$ cat src/rtl/vga_scan_controller_if.sv
// Pixel-query bus: the scan controller issues coordinates, the overlay answers with a fill bit.
interface vga_scan_controller_if;
  logic [11:0] x_p;
  logic [11:0] y_p;
  logic        is_filled;

  modport master (output x_p, output y_p, input  is_filled);
  modport slave  (input  x_p, input  y_p, output is_filled);
endinterface

$ cat src/rtl/vga_scan_controller.sv
// VGA raster timing generator with registered RGB/sync outputs driven from overlay fill bits.
// Define VGA_BORDER_EN to force FG_COLOR on the outermost visible rows and columns.
module vga_scan_controller #(
  parameter int unsigned H_VISIBLE = 800,
  parameter int unsigned H_FP      = 56,
  parameter int unsigned H_SYNC    = 120,
  parameter int unsigned H_BP      = 64,
  parameter int unsigned V_VISIBLE = 600,
  parameter int unsigned V_FP      = 37,
  parameter int unsigned V_SYNC    = 6,
  parameter int unsigned V_BP      = 23,
  parameter int unsigned CLK_DIV   = 2,
  parameter logic [11:0] FG_COLOR  = 12'hFFF,
  parameter logic [11:0] BG_COLOR  = 12'h000
) (
  input  logic                         clk,
  input  logic                         reset,
  vga_scan_controller_if.master        pix,
  output logic                         hsync,
  output logic                         vsync,
  output logic [11:0]                  rgb,
  output logic                         visible,
  output logic                         frame_start
);

  localparam int unsigned CNT_W    = 12;
  localparam int unsigned DIV_W    = (CLK_DIV > 1) ? $clog2(CLK_DIV) : 1;
  localparam int unsigned H_TOTAL  = H_VISIBLE + H_FP + H_SYNC + H_BP;
  localparam int unsigned V_TOTAL  = V_VISIBLE + V_FP + V_SYNC + V_BP;
  localparam int unsigned HS_START = H_VISIBLE + H_FP;
  localparam int unsigned HS_END   = HS_START + H_SYNC;
  localparam int unsigned VS_START = V_VISIBLE + V_FP;
  localparam int unsigned VS_END   = VS_START + V_SYNC;

  logic [DIV_W-1:0] div_cnt;
  logic             pe;
  logic [CNT_W-1:0] h_cnt, v_cnt;
  logic [CNT_W-1:0] h_n, v_n;
  logic             vis_n, hs_n, vs_n, fs_n, border_n;
  logic [11:0]      rgb_n;

  assign pe = (div_cnt == DIV_W'(CLK_DIV - 1));

  // Coordinates hold at the last visible pixel/line through blanking.
  assign pix.x_p = (h_cnt > CNT_W'(H_VISIBLE - 1)) ? CNT_W'(H_VISIBLE - 1) : h_cnt;
  assign pix.y_p = (v_cnt > CNT_W'(V_VISIBLE - 1)) ? CNT_W'(V_VISIBLE - 1) : v_cnt;

  // Raster position after the next pixel enable.
  always_comb begin
    h_n = h_cnt + CNT_W'(1);
    v_n = v_cnt;
    if (h_cnt == CNT_W'(H_TOTAL - 1)) begin
      h_n = '0;
      v_n = (v_cnt == CNT_W'(V_TOTAL - 1)) ? '0 : v_cnt + CNT_W'(1);
    end
  end

  // Output values for the pixel that (h_n, v_n) addresses; is_filled already answers for it.
  always_comb begin
    vis_n    = (h_n < CNT_W'(H_VISIBLE)) && (v_n < CNT_W'(V_VISIBLE));
    hs_n     = (h_n >= CNT_W'(HS_START)) && (h_n < CNT_W'(HS_END));
    vs_n     = (v_n >= CNT_W'(VS_START)) && (v_n < CNT_W'(VS_END));
    fs_n     = (h_n == '0) && (v_n == '0);
    border_n = 1'b0;
`ifdef VGA_BORDER_EN
    border_n = (h_n == '0) || (h_n == CNT_W'(H_VISIBLE - 1)) ||
               (v_n == '0) || (v_n == CNT_W'(V_VISIBLE - 1));
`endif
    rgb_n = 12'h000;
    if (vis_n) begin
      rgb_n = (pix.is_filled || border_n) ? FG_COLOR : BG_COLOR;
    end
  end

  always_ff @(posedge clk) begin
    if (reset) begin
      div_cnt     <= '0;
      h_cnt       <= '0;
      v_cnt       <= '0;
      hsync       <= 1'b0;
      vsync       <= 1'b0;
      rgb         <= 12'h000;
      visible     <= 1'b0;
      frame_start <= 1'b0;
    end else begin
      frame_start <= 1'b0;
      if (pe) begin
        div_cnt     <= '0;
        h_cnt       <= h_n;
        v_cnt       <= v_n;
        hsync       <= hs_n;
        vsync       <= vs_n;
        rgb         <= rgb_n;
        visible     <= vis_n;
        frame_start <= fs_n;
      end else begin
        div_cnt <= div_cnt + DIV_W'(1);
      end
    end
  end

endmodule

$ cat src/flat_wrapper.sv
// flat-port wrapper written by rule: the top's interface ports become plain ports
module vga_scan_controller_flat 
#(
  parameter int unsigned H_VISIBLE = 800,
  parameter int unsigned H_FP      = 56,
  parameter int unsigned H_SYNC    = 120,
  parameter int unsigned H_BP      = 64,
  parameter int unsigned V_VISIBLE = 600,
  parameter int unsigned V_FP      = 37,
  parameter int unsigned V_SYNC    = 6,
  parameter int unsigned V_BP      = 23,
  parameter int unsigned CLK_DIV   = 2,
  parameter logic [11:0] FG_COLOR  = 12'hFFF,
  parameter logic [11:0] BG_COLOR  = 12'h000
)
  (clk, reset, hsync, vsync, rgb, visible, frame_start, pix_x_p, pix_y_p, pix_is_filled);
  vga_scan_controller_if pix_i ();
  input  logic clk;
  input  logic reset;
  output logic hsync;
  output logic vsync;
  output logic [11:0] rgb;
  output logic visible;
  output logic frame_start;
  output wire logic [$bits(pix_i.x_p)-1:0] pix_x_p;
  output wire logic [$bits(pix_i.y_p)-1:0] pix_y_p;
  input wire logic [$bits(pix_i.is_filled)-1:0] pix_is_filled;
  assign pix_x_p = pix_i.x_p;
  assign pix_y_p = pix_i.y_p;
  assign pix_i.is_filled = pix_is_filled;
  vga_scan_controller #(.H_VISIBLE(H_VISIBLE), .H_FP(H_FP), .H_SYNC(H_SYNC), .H_BP(H_BP), .V_VISIBLE(V_VISIBLE), .V_FP(V_FP), .V_SYNC(V_SYNC), .V_BP(V_BP), .CLK_DIV(CLK_DIV), .FG_COLOR(FG_COLOR), .BG_COLOR(BG_COLOR)) u_core (.clk(clk), .reset(reset), .pix(pix_i), .hsync(hsync), .vsync(vsync), .rgb(rgb), .visible(visible), .frame_start(frame_start));
endmodule
$ cat config.mk
export PLATFORM = sky130hd
export DESIGN_NAME = vga_scan_controller_flat
export DESIGN_NICKNAME = d
export VERILOG_FILES = /design/src/rtl/vga_scan_controller_if.sv /design/src/rtl/vga_scan_controller.sv /design/src/flat_wrapper.sv
export SDC_FILE = /design/constraint.sdc
export NUM_CORES = 1
export LEC_CHECK = 0
export BUFFER_PORTS_ARGS = -buffer_cell sky130_fd_sc_hd__buf_2
export CAP_MARGIN = 20
export CORE_MARGIN = 2
export CORE_UTILIZATION = 29
export CTS_CLUSTER_DIAMETER = 200
export DETAILED_ROUTE_END_ITERATION = 10
export GPL_ROUTABILITY_DRIVEN = 0
export SYNTH_ARGS = -nofsm -noshare
export SYNTH_HDL_FRONTEND = slang
export SYNTH_SLANG_ARGS = --single-unit
$ cat constraint.sdc
create_clock -name clk -period 4.3 [get_ports clk]
set_input_delay 0.43 -clock clk [delete_from_list [all_inputs] [get_ports clk]]
set_output_delay 0.43 -clock clk [all_outputs]
set_load 0.05 [all_outputs]
==> results of run 1 <==
-- power groups by stage --
| stage | clock network (W) | registers, W | logic (W) |
|---|---|---|---|
| 6_report | 0.000293 | 0.000288 | 0.0000806 |
| 5_1_grt | 0.000310 | 0.000289 | 0.0000860 |
| 4_1_cts | 0.000300 | 0.000288 | 0.0000810 |
| 3_5_place_dp | 0 | 0.000294 | 0.0000808 |
| 3_3_place_gp | 0 | 0.000294 | 0.0000809 |
| 2_1_floorplan | 0 | 0.000298 | 0.0000736 |
-- critical path: cells and delay by family, from the launching register on --
family             cells  cell delay (ns)
AOI/OAI and AO/OA      3             0.81
and+or+nand+nor        4             1.85
DFF                    1             0.44
-- layout make-up --
class / count / area share
repair buffers: 40 / 0.0764
inverters: 9 / 0.0126
multi-input cells: 260 / 0.597
well taps: 108 / 0.0503
clock buffers: 5 / 0.0256
clock inverters: 3 / 0.0149
flip-flops and latches: 30 / 0.223
-- worst paths after layout --
check,from,to,slack [ns]
worst max-delay path,u_core.h_cnt[5]$_SDFFE_PP0P_,u_core.vsync$_SDFFE_PP0P_,1.14
worst min-delay path,pix_is_filled,u_core.rgb[10]$_SDFFE_PP0P_,0.37
worst max register to register,u_core.h_cnt[5]$_SDFFE_PP0P_,u_core.vsync$_SDFFE_PP0P_,1.14
worst min register to register,u_core.visible$_SDFFE_PP0P_,u_core.visible$_SDFFE_PP0P_,0.45
-- placed cells by master, fill, tap and decap left out, drive strengths merged, types with 3 or more instances in the layout --
master / synthesis / final
a21oi: 21 / 21
a31oi: 6 / 6
and2: 11 / 11
and3: 5 / 5
and4: 3 / 3
buf: 25 / 40
clkbuf: 20 / 5
conb: 1 / 4
dfxtp: 30 / 30
ha: 3 / 3
inv: 9 / 9
nand2: 31 / 31
nand2b: 6 / 6
nand3: 10 / 10
nand4: 12 / 12
nand4b: 4 / 4
nor2: 37 / 37
nor3: 13 / 13
nor4: 9 / 9
o211ai: 4 / 4
o21ai: 11 / 11
or2: 4 / 4
or3: 5 / 5
or4b: 3 / 3
xnor2: 9 / 9
xor2: 9 / 9
-- sequential cells by signal, summed over array words and instances (netlist names) --
name and count:
u_core.h_cnt 12, u_core.v_cnt 12, u_core.div_cnt 1, u_core.frame_start 1
u_core.hsync 1, u_core.rgb 1, u_core.visible 1, u_core.vsync 1
-- layer usage --
layer,GRT usage,vias up
met5,0,-
met2,0.208,86
met3,0.0258,7
met1,0.193,1168
met4,0.0453,0
li1,-,1218
-- metrics by stage --
step | setup slack (ns) | hold slack [ns] | instances
after floorplan | 1.71 | 0.478 | 345
after global placement | 1.31 | 0.434 | 447
after detailed placement | 1.18 | 0.442 | 447
after CTS | 1.17 | 0.366 | 455
after global routing | 0.905 | 0.364 | 455
final | 1.14 | 0.370 | 455
-- logic make-up after synthesis --
logic type | Yosys count
buf+inv | 55
fa+ha+maj | 3
compound gates | 72
other cells | 1
xor+xnor | 18
flops | 30
simple gates | 163
==> impl_metrics.prom, run 1 <==
# TYPE chip_impl_metric gauge
chip_impl_info{name="status",value="finished, final reports clean"} 1
chip_impl_info{name="rsz0062_at_grt",value="false"} 1
chip_impl_metric{name="synth.lib_cells_used.distinct",unit=""} 66
chip_impl_metric{name="timing.clock.skew",unit="ns"} 0.0153
chip_impl_info{name="path_cells",value="or3_1 > nor4_4 > and2_0 > nor2_2 > a211o_1 > o32ai_1 > a32o_2"} 1
chip_impl_metric{name="timing.fmax",unit="MHz"} 317
chip_impl_metric{name="synth-adder-area-share",unit=""} 0.0146
chip_impl_metric{name="depth_of_the_most_critical_reg_to_reg_path",unit=""} 7
chip_impl_metric{name="die-width",unit="um"} 98.2
chip_impl_metric{name="cts_num_sinks",unit=""} 30
chip_impl_metric{name="n_fill_cell",unit=""} 964
chip_impl_metric{name="path_max_fanout",unit=""} 17
chip_impl_metric{name="power_per_cell_area",unit="nW/um2"} 246
chip_impl_metric{name="number_of_global_route_vias_before_repair",unit=""} 2216
chip_impl_metric{name="grt-ovfl-total",unit=""} 0
chip_impl_metric{name="ys.warnings.count",unit=""} 0
chip_impl_metric{name="post_cts_resize_count",unit=""} 0
chip_impl_metric{name="cts.path.max_buffers",unit=""} 2
chip_impl_metric{name="synth_compound_gate_area_share",unit=""} 0.186
chip_impl_metric{name="dpl_cell_area",unit="um2"} 2580
chip_impl_metric{name="design_area",unit="um2"} 2690
chip_impl_metric{name="slowest_delay",unit="ns"} 0.79
chip_impl_metric{name="p_int",unit="W"} 0.000469
chip_impl_metric{name="clock_power_share",unit=""} 0.443
chip_impl_info{name="tritoncts_clock_tree",value="done"} 1
chip_impl_info{name="hold_class",value="in -> reg"} 1
chip_impl_metric{name="postSynth.asyncResetShare",unit=""} 0
chip_impl_metric{name="tritoncts.num_buffers",unit=""} 5
chip_impl_metric{name="finalPower",unit="W"} 0.000662
chip_impl_metric{name="post_synth_instance_area",unit="um2"} 2570
chip_impl_metric{name="floorplan.io_pins",unit=""} 43
chip_impl_metric{name="drc_violations_left",unit=""} 0
chip_impl_metric{name="htree_depth",unit=""} 2
chip_impl_metric{name="number_of_cells_on_the_worst_hold_path",unit=""} 2
chip_impl_metric{name="globalRouteTotalUtil",unit=""} 0.136
chip_impl_metric{name="clkSlewWorstSetupHoldPaths",unit="ns"} 0.07
chip_impl_info{name="worstSetupStartpointType",value="register"} 1
chip_impl_metric{name="synthesis.area_per_instance",unit="um2"} 7.52
chip_impl_metric{name="power.share.switching",unit=""} 0.292
chip_impl_info{name="synthFlopType",value="sky130_fd_sc_hd__dfxtp_1"} 1
chip_impl_metric{name="overall_via_count_from_detail_route",unit=""} 2479
chip_impl_metric{name="report.final.setup_viol",unit=""} 0
chip_impl_metric{name="min_period",unit="ns"} 3.16
chip_impl_info{name="post-synth-top-count-cell",value="sky130_fd_sc_hd__nor2_1"} 1
chip_impl_metric{name="synthSimpleGateAreaFrac",unit=""} 0.356
chip_impl_metric{name="placementRows",unit=""} 34
chip_impl_metric{name="met2_routed_wl",unit="um"} 3100
chip_impl_metric{name="p_seq_frac",unit=""} 0.435
chip_impl_metric{name="worst-endpoint-arrival",unit="ns"} 3.39
chip_impl_metric{name="port-buffer-count",unit=""} 38
chip_impl_metric{name="routed_wire_length",unit="um"} 6650
chip_impl_metric{name="synth_edf_count",unit=""} 0
chip_impl_info{name="route.top_layer_used",value="met4"} 1
chip_impl_metric{name="floorplan.initialDensity",unit=""} 0.296
chip_impl_metric{name="static-leakage-power",unit="nW"} 1.10
chip_impl_metric{name="combPwrFrac",unit=""} 0.122
chip_impl_metric{name="max_slew_margin",unit=""} 0.308
chip_impl_metric{name="chipHeight",unit="um"} 98.2
chip_impl_metric{name="final.period_utilization",unit=""} 0.734
chip_impl_metric{name="worstMarginPinSlew",unit="ns"} 1.03
chip_impl_metric{name="insertion_delay",unit="ns"} 0.30
chip_impl_metric{name="routed_wire_length_per_instance",unit="um"} 14.6
chip_impl_metric{name="cts.hold.buffers_added",unit=""} 0
chip_impl_info{name="ws_path_type",value="reg -> reg"} 1
chip_impl_metric{name="post-cts-setup-buffer-count",unit=""} 0
chip_impl_metric{name="route.detailed.vias_per_inst",unit=""} 5.45
chip_impl_metric{name="timing.final.max_slew_violations",unit=""} 0
chip_impl_metric{name="detailedRoute.firstPassIterationCount",unit=""} 5
chip_impl_metric{name="nNetsFinal",unit=""} 352
chip_impl_metric{name="synth_top_area_share",unit=""} 0.234
chip_impl_info{name="synth_largest_area_cell",value="sky130_fd_sc_hd__dfxtp_1"} 1
chip_impl_metric{name="register_area",unit="um2"} 601
chip_impl_metric{name="drive_above_1_share",unit=""} 0.202
chip_impl_info{name="netlist_top_cells_area",value="sky130_fd_sc_hd__dfxtp_1, sky130_fd_sc_hd__nor2_1, sky130_fd_sc_hd__buf_4, sky130_fd_sc_hd__nand2_1, sky130_fd_sc_hd__a21oi_1"} 1
chip_impl_metric{name="met3_length",unit="um"} 345
chip_impl_metric{name="final_util",unit=""} 0.310
chip_impl_metric{name="global_route_wire_length_before_repair",unit="um"} 11100
chip_impl_metric{name="number_of_antenna_violations_at_the_first_check_in_global_routing",unit=""} 0
chip_impl_info{name="slowest_stage_cell_crit_path",value="sky130_fd_sc_hd__nor4_4"} 1
chip_impl_info{name="cts_root_buffer",value="sky130_fd_sc_hd__clkbuf_8"} 1
chip_impl_metric{name="syn_to_final_growth",unit="%"} 4.53
chip_impl_metric{name="grt_start_max_net_pins",unit=""} 28
chip_impl_metric{name="totalNegativeSetupSlack",unit="ns"} 0
chip_impl_metric{name="cp_data_required_time",unit="ns"} 4.53
chip_impl_metric{name="ys_seq_area_frac",unit=""} 0.234
chip_impl_metric{name="hold_violation_total_from_the_final_report",unit=""} 0
chip_impl_metric{name="design.die.area",unit="um2"} 9640
chip_impl_metric{name="postSynthRegisterBits",unit=""} 30
chip_impl_metric{name="design.core.area",unit="um2"} 8680
chip_impl_metric{name="wirelength_met1",unit="um"} 3160
chip_impl_metric{name="max_cap_viol_count",unit=""} 0
chip_impl_metric{name="synth-xor-area-share",unit=""} 0.0613
chip_impl_metric{name="peakVddDrop",unit="mV"} 0.116
chip_impl_metric{name="net_switching_power",unit="W"} 0.000193
chip_impl_metric{name="route.antenna.remaining_nets",unit=""} 0
chip_impl_metric{name="antenna-diode-count",unit=""} 0
chip_impl_metric{name="synth.mux.area_fraction",unit=""} 0
chip_impl_info{name="setup.worst_path.end_class",value="register"} 1
chip_impl_metric{name="hpwlAfterDp",unit="um"} 4750
chip_impl_metric{name="synth_cells",unit=""} 342
chip_impl_metric{name="drtIter0Drc",unit=""} 127
chip_impl_metric{name="multiInputGateArea",unit="um2"} 1600
chip_impl_info{name="synth_top_family_by_area",value="simple AND/OR/NAND/NOR gates"} 1
chip_impl_info{name="synth_top_cells_by_count",value="sky130_fd_sc_hd__nor2_1, sky130_fd_sc_hd__nand2_1, sky130_fd_sc_hd__dfxtp_1"} 1
Note: power is estimated with default switching activity, not from simulation.
==> run 2: changes to the inputs <==
==> constraint.sdc (replaced) <==
create_clock -name clk -period 3.25 [get_ports clk]
set_input_delay 0.325 -clock clk [delete_from_list [all_inputs] [get_ports clk]]
set_output_delay 0.325 -clock clk [all_outputs]
set_load 0.05 [all_outputs]
==> run 2 against run 1 <==
Compared with the run above: count of clock-buffer cells in the layout up 2; wire length grew 0.57%; cell area rose by 1.3%; utilization rose by 0.40 points.
==> impl_metrics.prom, run 2 (synthesis gave the netlist of run 1 again) <==
# TYPE chip_impl_metric gauge
chip_impl_metric{name="timing.final.max_slew_violations",unit=""} 0
chip_impl_metric{name="drc_violations_left",unit=""} 0
chip_impl_metric{name="p_seq_frac",unit=""} 0.465
chip_impl_metric{name="port-buffer-count",unit=""} 38
chip_impl_info{name="path_delay_family",value="compound AO/OA/AOI/OAI gates"} 1
chip_impl_metric{name="hold_violation_total_from_the_final_report",unit=""} 0
chip_impl_info{name="status",value="finished, final reports clean"} 1
chip_impl_info{name="ws_path_type",value="reg -> reg"} 1
chip_impl_metric{name="clkSlewWorstSetupHoldPaths",unit="ns"} 0.07
chip_impl_metric{name="multiInputGateArea",unit="um2"} 1600
chip_impl_metric{name="nNetsFinal",unit=""} 359
chip_impl_metric{name="p_int",unit="W"} 0.000566
chip_impl_metric{name="cts.hold.buffers_added",unit=""} 0
chip_impl_info{name="layout_top_registers",value="u_core.h_cnt (12), u_core.v_cnt (12)"} 1
chip_impl_metric{name="design.die.area",unit="um2"} 9640
chip_impl_metric{name="number_of_global_route_vias_before_repair",unit=""} 2320
chip_impl_metric{name="rrSetupSlack",unit="ns"} 0.34
chip_impl_metric{name="combPwrFrac",unit=""} 0.136
chip_impl_info{name="worstReg2RegEnd",value="u_core.vsync$_SDFFE_PP0P_"} 1
chip_impl_metric{name="detailedRoute.firstPassIterationCount",unit=""} 5
chip_impl_metric{name="route.detailed.vias_per_inst",unit=""} 5.48
chip_impl_metric{name="peakVddDrop",unit="mV"} 0.108
chip_impl_info{name="hold_path_startpoint",value="pix_is_filled"} 1
chip_impl_metric{name="net_switching_power",unit="W"} 0.000249
chip_impl_metric{name="power_per_cell_area",unit="nW/um2"} 299
chip_impl_metric{name="max_cap_viol_count",unit=""} 0
chip_impl_metric{name="crit_buf_inv",unit=""} 1
chip_impl_metric{name="static-leakage-power",unit="nW"} 1.13
chip_impl_metric{name="report.final.setup_viol",unit=""} 0
chip_impl_metric{name="final_cells",unit=""} 462
chip_impl_info{name="tritoncts_clock_tree",value="done"} 1
chip_impl_metric{name="chipHeight",unit="um"} 98.2
chip_impl_metric{name="post_cts_resize_count",unit=""} 0
chip_impl_metric{name="floorplan.io_pins",unit=""} 43
chip_impl_metric{name="syn_to_final_growth",unit="%"} 5.89
chip_impl_metric{name="die-width",unit="um"} 98.2
chip_impl_metric{name="drtIter0Drc",unit=""} 178
chip_impl_metric{name="grt_start_max_net_pins",unit=""} 28
chip_impl_metric{name="post-cts-setup-buffer-count",unit=""} 0
chip_impl_metric{name="min_period",unit="ns"} 2.91
chip_impl_info{name="slowest_stage_cell_crit_path",value="sky130_fd_sc_hd__or3_1"} 1
chip_impl_metric{name="depth_of_the_most_critical_reg_to_reg_path",unit=""} 8
chip_impl_info{name="worstSetupStartpointType",value="register"} 1
chip_impl_metric{name="route.antenna.remaining_nets",unit=""} 0
chip_impl_metric{name="cp_data_required_time",unit="ns"} 3.49
chip_impl_metric{name="worstMarginPinSlew",unit="ns"} 0.843
chip_impl_info{name="path_cells",value="or3_1 > nor4_4 > buf_4 > o211ai_1 > a22o_1 > a211o_1 > o32ai_1 > a32o_2"} 1
chip_impl_info{name="rr_startpoint",value="u_core.h_cnt[5]$_SDFFE_PP0P_"} 1
chip_impl_metric{name="globalRouteTotalUtil",unit=""} 0.142
chip_impl_info{name="rsz0062_at_grt",value="false"} 1
chip_impl_info{name="setup.worst_path.end_class",value="register"} 1
chip_impl_info{name="hold_class",value="in -> reg"} 1
chip_impl_metric{name="hpwlAfterDp",unit="um"} 4780
chip_impl_metric{name="register_area",unit="um2"} 601
chip_impl_metric{name="placementRows",unit=""} 34
chip_impl_info{name="hold-path-endpoint",value="u_core.rgb[10]$_SDFFE_PP0P_"} 1
chip_impl_metric{name="slowest_delay",unit="ns"} 0.56
chip_impl_metric{name="drive_above_1_share",unit=""} 0.215
chip_impl_metric{name="floorplan.initialDensity",unit=""} 0.296
chip_impl_metric{name="insertion_delay",unit="ns"} 0.30
chip_impl_metric{name="htree_depth",unit=""} 2
chip_impl_metric{name="clock_power_share",unit=""} 0.399
chip_impl_metric{name="worst-endpoint-arrival",unit="ns"} 3.15
chip_impl_metric{name="overall_via_count_from_detail_route",unit=""} 2530
chip_impl_info{name="most_frequent_cells_in_the_layout",value="sky130_fd_sc_hd__buf_2, sky130_fd_sc_hd__nor2_1, sky130_fd_sc_hd__nand2_1, sky130_fd_sc_hd__dfxtp_1, sky130_fd_sc_hd__a21oi_1"} 1
chip_impl_metric{name="design.core.area",unit="um2"} 8680
chip_impl_metric{name="n_fill_cell",unit=""} 967
chip_impl_info{name="cts_root_buffer",value="sky130_fd_sc_hd__clkbuf_8"} 1
chip_impl_metric{name="tritoncts.num_buffers",unit=""} 5
chip_impl_metric{name="grt-ovfl-total",unit=""} 0
chip_impl_metric{name="global_route_wire_length_before_repair",unit="um"} 11300
chip_impl_metric{name="totalNegativeSetupSlack",unit="ns"} 0
chip_impl_metric{name="cts.path.max_buffers",unit=""} 2
chip_impl_metric{name="power.share.switching",unit=""} 0.305
chip_impl_metric{name="cts_num_sinks",unit=""} 30
chip_impl_metric{name="number_of_antenna_violations_at_the_first_check_in_global_routing",unit=""} 0
chip_impl_metric{name="max_slew_margin",unit=""} 0.429
chip_impl_metric{name="dp.cells",unit=""} 454
chip_impl_metric{name="routed_wire_length",unit="um"} 6690
chip_impl_metric{name="routed_wire_length_per_instance",unit="um"} 14.5
chip_impl_metric{name="number_of_cells_on_the_worst_hold_path",unit=""} 2
chip_impl_metric{name="timing.clock.skew",unit="ns"} 0.00925
chip_impl_metric{name="path_max_fanout",unit=""} 14
chip_impl_metric{name="antenna-diode-count",unit=""} 0
chip_impl_info{name="most_common_cell_after_layout_fill_and_taps_aside",value="sky130_fd_sc_hd__buf_2"} 1
chip_impl_metric{name="final.period_utilization",unit=""} 0.895
chip_impl_metric{name="timing.fmax",unit="MHz"} 344
## run 2: worst max-delay path by stage
stage / startpoint / endpoint / slack, ns / depth (start not counted)
after global routing: u_core.h_cnt[0]$_SDFFE_PP0P_ / u_core.rgb[10]$_SDFFE_PP0P_ / 0.07 / 8
final: u_core.h_cnt[5]$_SDFFE_PP0P_ / u_core.vsync$_SDFFE_PP0P_ / 0.34 / 8
after CTS: u_core.h_cnt[5]$_SDFFE_PP0P_ / u_core.vsync$_SDFFE_PP0P_ / 0.36 / 8
after floorplan: u_core.h_cnt[8]$_SDFFE_PP0P_ / u_core.vsync$_SDFFE_PP0P_ / 0.66 / 9
after detailed placement: u_core.h_cnt[5]$_SDFFE_PP0P_ / u_core.vsync$_SDFFE_PP0P_ / 0.39 / 8
after global placement: u_core.h_cnt[5]$_SDFFE_PP0P_ / u_core.rgb[10]$_SDFFE_PP0P_ / 0.47 / 8
## run 2: per-layer routing
layer	track usage	vias up	part of all wire
met4	0.0601	0	0.024
met1	0.189	1189	0.46
li1	-	1226	-
met5	0	-	0
met3	0.0286	18	0.060
met2	0.223	97	0.46
## run 2: layout make-up
type / count / share of cell area
multi-input combinational: 260 / 0.589
sequential: 30 / 0.221
timing repair buffer: 47 / 0.0947
tap: 108 / 0.0496
clock buffer: 7 / 0.0317
inverter: 9 / 0.0124
clock inverter: 1 / 0.00184
## run 2: power groups by stage
stage / logic (W) / registers (W) / clock network, W
3_3_place_gp: 0.000112 / 0.000387 / 0
2_1_floorplan: 0.0000974 / 0.000394 / 0
5_1_grt: 0.000118 / 0.000380 / 0.000347
4_1_cts: 0.000112 / 0.000379 / 0.000333
6_report: 0.000111 / 0.000379 / 0.000326
3_5_place_dp: 0.000111 / 0.000387 / 0
## run 2: stage by stage
step	area (um2)	hold WS, ns	worst slack, ns	power (W)	utilization
after floorplan	2580	0.451	0.663	0.000491	-
after global placement	2630	0.442	0.474	0.000499	0.303
after detailed placement	2630	0.447	0.387	0.000499	0.303
after CTS	2720	0.241	0.359	0.000823	0.314
after global routing	2720	0.270	0.0700	0.000845	0.314
final	2720	0.245	0.341	0.000815	0.314
==> run 3: changes to the inputs <==
--- a/config.mk
+++ b/config.mk
@@ -12,6 +12,7 @@
 export CTS_CLUSTER_DIAMETER = 200
 export DETAILED_ROUTE_END_ITERATION = 10
 export GPL_ROUTABILITY_DRIVEN = 0
+export GPL_TIMING_DRIVEN = 0
 export SYNTH_ARGS = -nofsm -noshare
 export SYNTH_HDL_FRONTEND = slang
 export SYNTH_SLANG_ARGS = --single-unit
==> run 3 against run 2 <==
Compared with the run above: sequential power about the same; first-iteration DRC count decreased by 19%; register-to-register slack got worse by 0.09 ns; die area unchanged; combinational power increased by 17%; critical endpoint is now u_core.rgb[10]$_SDFFE_PP0P_.
==> impl_metrics.prom, run 3 (synthesis gave the netlist of run 1 again) <==
# TYPE chip_impl_metric gauge
chip_impl_info{name="status",value="finished, final reports clean"} 1
chip_impl_info{name="ws_path_type",value="reg -> reg"} 1
chip_impl_metric{name="cts_num_sinks",unit=""} 30
chip_impl_metric{name="timing.fmax",unit="MHz"} 333
chip_impl_metric{name="tritoncts.num_buffers",unit=""} 5
chip_impl_metric{name="route.antenna.remaining_nets",unit=""} 0
chip_impl_metric{name="floorplan.initialDensity",unit=""} 0.296
chip_impl_metric{name="cts.path.max_buffers",unit=""} 2
chip_impl_metric{name="drive_above_1_share",unit=""} 0.253
chip_impl_info{name="hold_path_startpoint",value="pix_is_filled"} 1
chip_impl_metric{name="nNetsFinal",unit=""} 397
chip_impl_metric{name="chipHeight",unit="um"} 98.2
chip_impl_info{name="rr_startpoint",value="u_core.h_cnt[0]$_SDFFE_PP0P_"} 1
chip_impl_metric{name="die-width",unit="um"} 98.2
chip_impl_metric{name="drc_violations_left",unit=""} 0
chip_impl_metric{name="design.core.area",unit="um2"} 8680
chip_impl_metric{name="min_period",unit="ns"} 3.00
chip_impl_metric{name="port-buffer-count",unit=""} 37
chip_impl_metric{name="htree_depth",unit=""} 2
chip_impl_metric{name="timing.final.max_slew_violations",unit=""} 0
chip_impl_info{name="layout_top_registers",value="u_core.h_cnt (12), u_core.v_cnt (12)"} 1
chip_impl_metric{name="number_of_global_route_vias_before_repair",unit=""} 2371
chip_impl_info{name="setup.worst_path.end_class",value="register"} 1
chip_impl_metric{name="slowest_delay",unit="ns"} 0.55
chip_impl_info{name="global_route.peak_usage_layer",value="met2"} 1
chip_impl_metric{name="static-leakage-power",unit="nW"} 1.30
chip_impl_metric{name="hpwlAfterDp",unit="um"} 5270
chip_impl_metric{name="globalRouteMet2Util",unit=""} 0.239
chip_impl_metric{name="number_of_cells_on_the_worst_hold_path",unit=""} 2
chip_impl_metric{name="grtUsageMet3",unit=""} 0.0279
chip_impl_metric{name="route.detailed.vias_per_inst",unit=""} 5.23
chip_impl_metric{name="overall_via_count_from_detail_route",unit=""} 2613
chip_impl_metric{name="hold_violation_total_from_the_final_report",unit=""} 0
chip_impl_info{name="most_common_cell_after_layout_fill_and_taps_aside",value="sky130_fd_sc_hd__buf_2"} 1
chip_impl_metric{name="routed_wire_length_per_instance",unit="um"} 14.2
chip_impl_info{name="path_cells",value="ha_1 > nand3_2 > nor4_2 > xnor2_1 > a31oi_1 > or4_1 > a211oi_1 > a22o_1"} 1
chip_impl_metric{name="timing.clock.skew",unit="ns"} 0.00811
chip_impl_metric{name="worst_hold_margin",unit="ns"} 0.245
chip_impl_metric{name="final_util",unit=""} 0.349
chip_impl_info{name="worstSetupStartpointType",value="register"} 1
chip_impl_metric{name="max_cap_viol_count",unit=""} 0
chip_impl_metric{name="drtIter0Drc",unit=""} 144
chip_impl_info{name="path_delay_family",value="simple AND/OR/NAND/NOR gates"} 1
chip_impl_metric{name="cp_data_required_time",unit="ns"} 3.48
chip_impl_metric{name="register_area",unit="um2"} 601
chip_impl_metric{name="number_of_antenna_violations_at_the_first_check_in_global_routing",unit=""} 0
chip_impl_metric{name="n_fill_cell",unit=""} 967
chip_impl_metric{name="final.period_utilization",unit=""} 0.923
chip_impl_info{name="worstReg2RegEnd",value="u_core.rgb[10]$_SDFFE_PP0P_"} 1
chip_impl_metric{name="power_per_cell_area",unit="nW/um2"} 295
chip_impl_info{name="most_frequent_cells_in_the_layout",value="sky130_fd_sc_hd__buf_2, sky130_fd_sc_hd__nor2_1, sky130_fd_sc_hd__nand2_1, sky130_fd_sc_hd__dfxtp_1, sky130_fd_sc_hd__a21oi_1"} 1
chip_impl_info{name="hold_class",value="in -> reg"} 1
chip_impl_metric{name="max_slew_margin",unit=""} 0.361
chip_impl_metric{name="worst-endpoint-arrival",unit="ns"} 3.23
chip_impl_metric{name="detailedRoute.firstPassIterationCount",unit=""} 5
chip_impl_info{name="cts_root_buffer",value="sky130_fd_sc_hd__clkbuf_8"} 1
chip_impl_metric{name="multiInputGateArea",unit="um2"} 1600
chip_impl_metric{name="routed_wire_length",unit="um"} 7090
chip_impl_metric{name="clkSlewWorstSetupHoldPaths",unit="ns"} 0.07
chip_impl_metric{name="globalRouteTotalUtil",unit=""} 0.144
chip_impl_metric{name="grt-ovfl-total",unit=""} 0
chip_impl_metric{name="report.final.setup_viol",unit=""} 0
chip_impl_metric{name="syn_to_final_growth",unit="%"} 17.7
chip_impl_metric{name="antenna-diode-count",unit=""} 0
chip_impl_metric{name="depth_of_the_most_critical_reg_to_reg_path",unit=""} 8
chip_impl_metric{name="path_max_fanout",unit=""} 8
chip_impl_metric{name="design.die.area",unit="um2"} 9640
chip_impl_metric{name="floorplan.io_pins",unit=""} 43
chip_impl_metric{name="peakVddDrop",unit="mV"} 0.149
chip_impl_info{name="tritoncts_clock_tree",value="done"} 1
chip_impl_metric{name="crit_buf_inv",unit=""} 0
chip_impl_info{name="rsz0062_at_grt",value="false"} 1
chip_impl_info{name="hold-path-endpoint",value="u_core.rgb[10]$_SDFFE_PP0P_"} 1
chip_impl_info{name="slowest_stage_cell_crit_path",value="sky130_fd_sc_hd__nor4_2"} 1
chip_impl_metric{name="global_route_wire_length_before_repair",unit="um"} 11600
chip_impl_metric{name="rrSetupSlack",unit="ns"} 0.25
chip_impl_metric{name="placementRows",unit=""} 34
chip_impl_metric{name="totalNegativeSetupSlack",unit="ns"} 0
chip_impl_metric{name="worstMarginPinSlew",unit="ns"} 0.952
chip_impl_metric{name="global_route_met1_usage",unit=""} 0.197
chip_impl_metric{name="insertion_delay",unit="ns"} 0.29
chip_impl_metric{name="grt_start_max_net_pins",unit=""} 14
-- run 3: cell types whose count changed in the layout (fill, tap and decap cells not counted) --
cell,before,now
sky130_fd_sc_hd__bufinv_16,0,1
sky130_fd_sc_hd__bufbuf_16,0,1
sky130_fd_sc_hd__buf_6,0,5
sky130_fd_sc_hd__buf_2,38,41
sky130_fd_sc_hd__clkbuf_1,1,16
sky130_fd_sc_hd__clkbuf_8,6,9
sky130_fd_sc_hd__buf_4,9,18
sky130_fd_sc_hd__clkinv_2,1,2
-- run 3: where the power goes --
part	switching (W)	internal, W	leakage, nW
clock network	0.000157	0.000226	0.0579
logic	0.0000930	0.0000366	0.996
registers	0.00000747	0.000373	0.243
total	0.000257	0.000635	1.30
-- run 3: per-stage QoR --
| step | cells | setup slack, ns | instance area (um2) | power, W |
|---|---|---|---|---|
| after floorplan | 345 | 0.663 | 2580 | 0.000491 |
| after global placement | 490 | 0.234 | 2900 | 0.000517 |
| after detailed placement | 490 | 0.271 | 2900 | 0.000518 |
| after CTS | 498 | 0.231 | 3010 | 0.000900 |
| after global routing | 500 | 0.0333 | 3030 | 0.000928 |
| final | 500 | 0.249 | 3030 | 0.000892 |
-- run 3: timing repair --
action | in CTS | in global routing
hold buffers | 0 | 0
setup buffers | 0 | 2
resized for setup | 0 | 0
endpoints found under the setup margin | 0 | 1
-- run 3: worst max path at each step --
stage | startpoint | endpoint | slack, ns | cells past startpoint
after global placement | u_core.h_cnt[0]$_SDFFE_PP0P_ | u_core.frame_start$_SDFF_PP0_ | 0.23 | 8
after detailed placement | u_core.h_cnt[0]$_SDFFE_PP0P_ | u_core.frame_start$_SDFF_PP0_ | 0.27 | 8
after global routing | u_core.v_cnt[1]$_SDFFE_PP0P_ | u_core.rgb[10]$_SDFFE_PP0P_ | 0.03 | 10
final | u_core.h_cnt[0]$_SDFFE_PP0P_ | u_core.rgb[10]$_SDFFE_PP0P_ | 0.25 | 8
after floorplan | u_core.h_cnt[8]$_SDFFE_PP0P_ | u_core.vsync$_SDFFE_PP0P_ | 0.66 | 9
after CTS | u_core.h_cnt[0]$_SDFFE_PP0P_ | u_core.rgb[10]$_SDFFE_PP0P_ | 0.23 | 8
-- run 3: layout make-up --
type | count | share of cell area
buffer | 46 | 0.114
clock buffer | 5 | 0.0227
clock inverter | 3 | 0.0132
inverter | 9 | 0.0112
multi-input combinational | 260 | 0.530
sequential | 30 | 0.198
tap | 108 | 0.0446
timing repair buffer | 39 | 0.0661
-- run 3: per-layer routing --
| metal | part of all wire | up-vias |
|---|---|---|
| met5 | 0 | - |
| met4 | 0.011 | 0 |
| met3 | 0.047 | 13 |
| met2 | 0.47 | 75 |
| met1 | 0.47 | 1216 |
| li1 | - | 1309 |
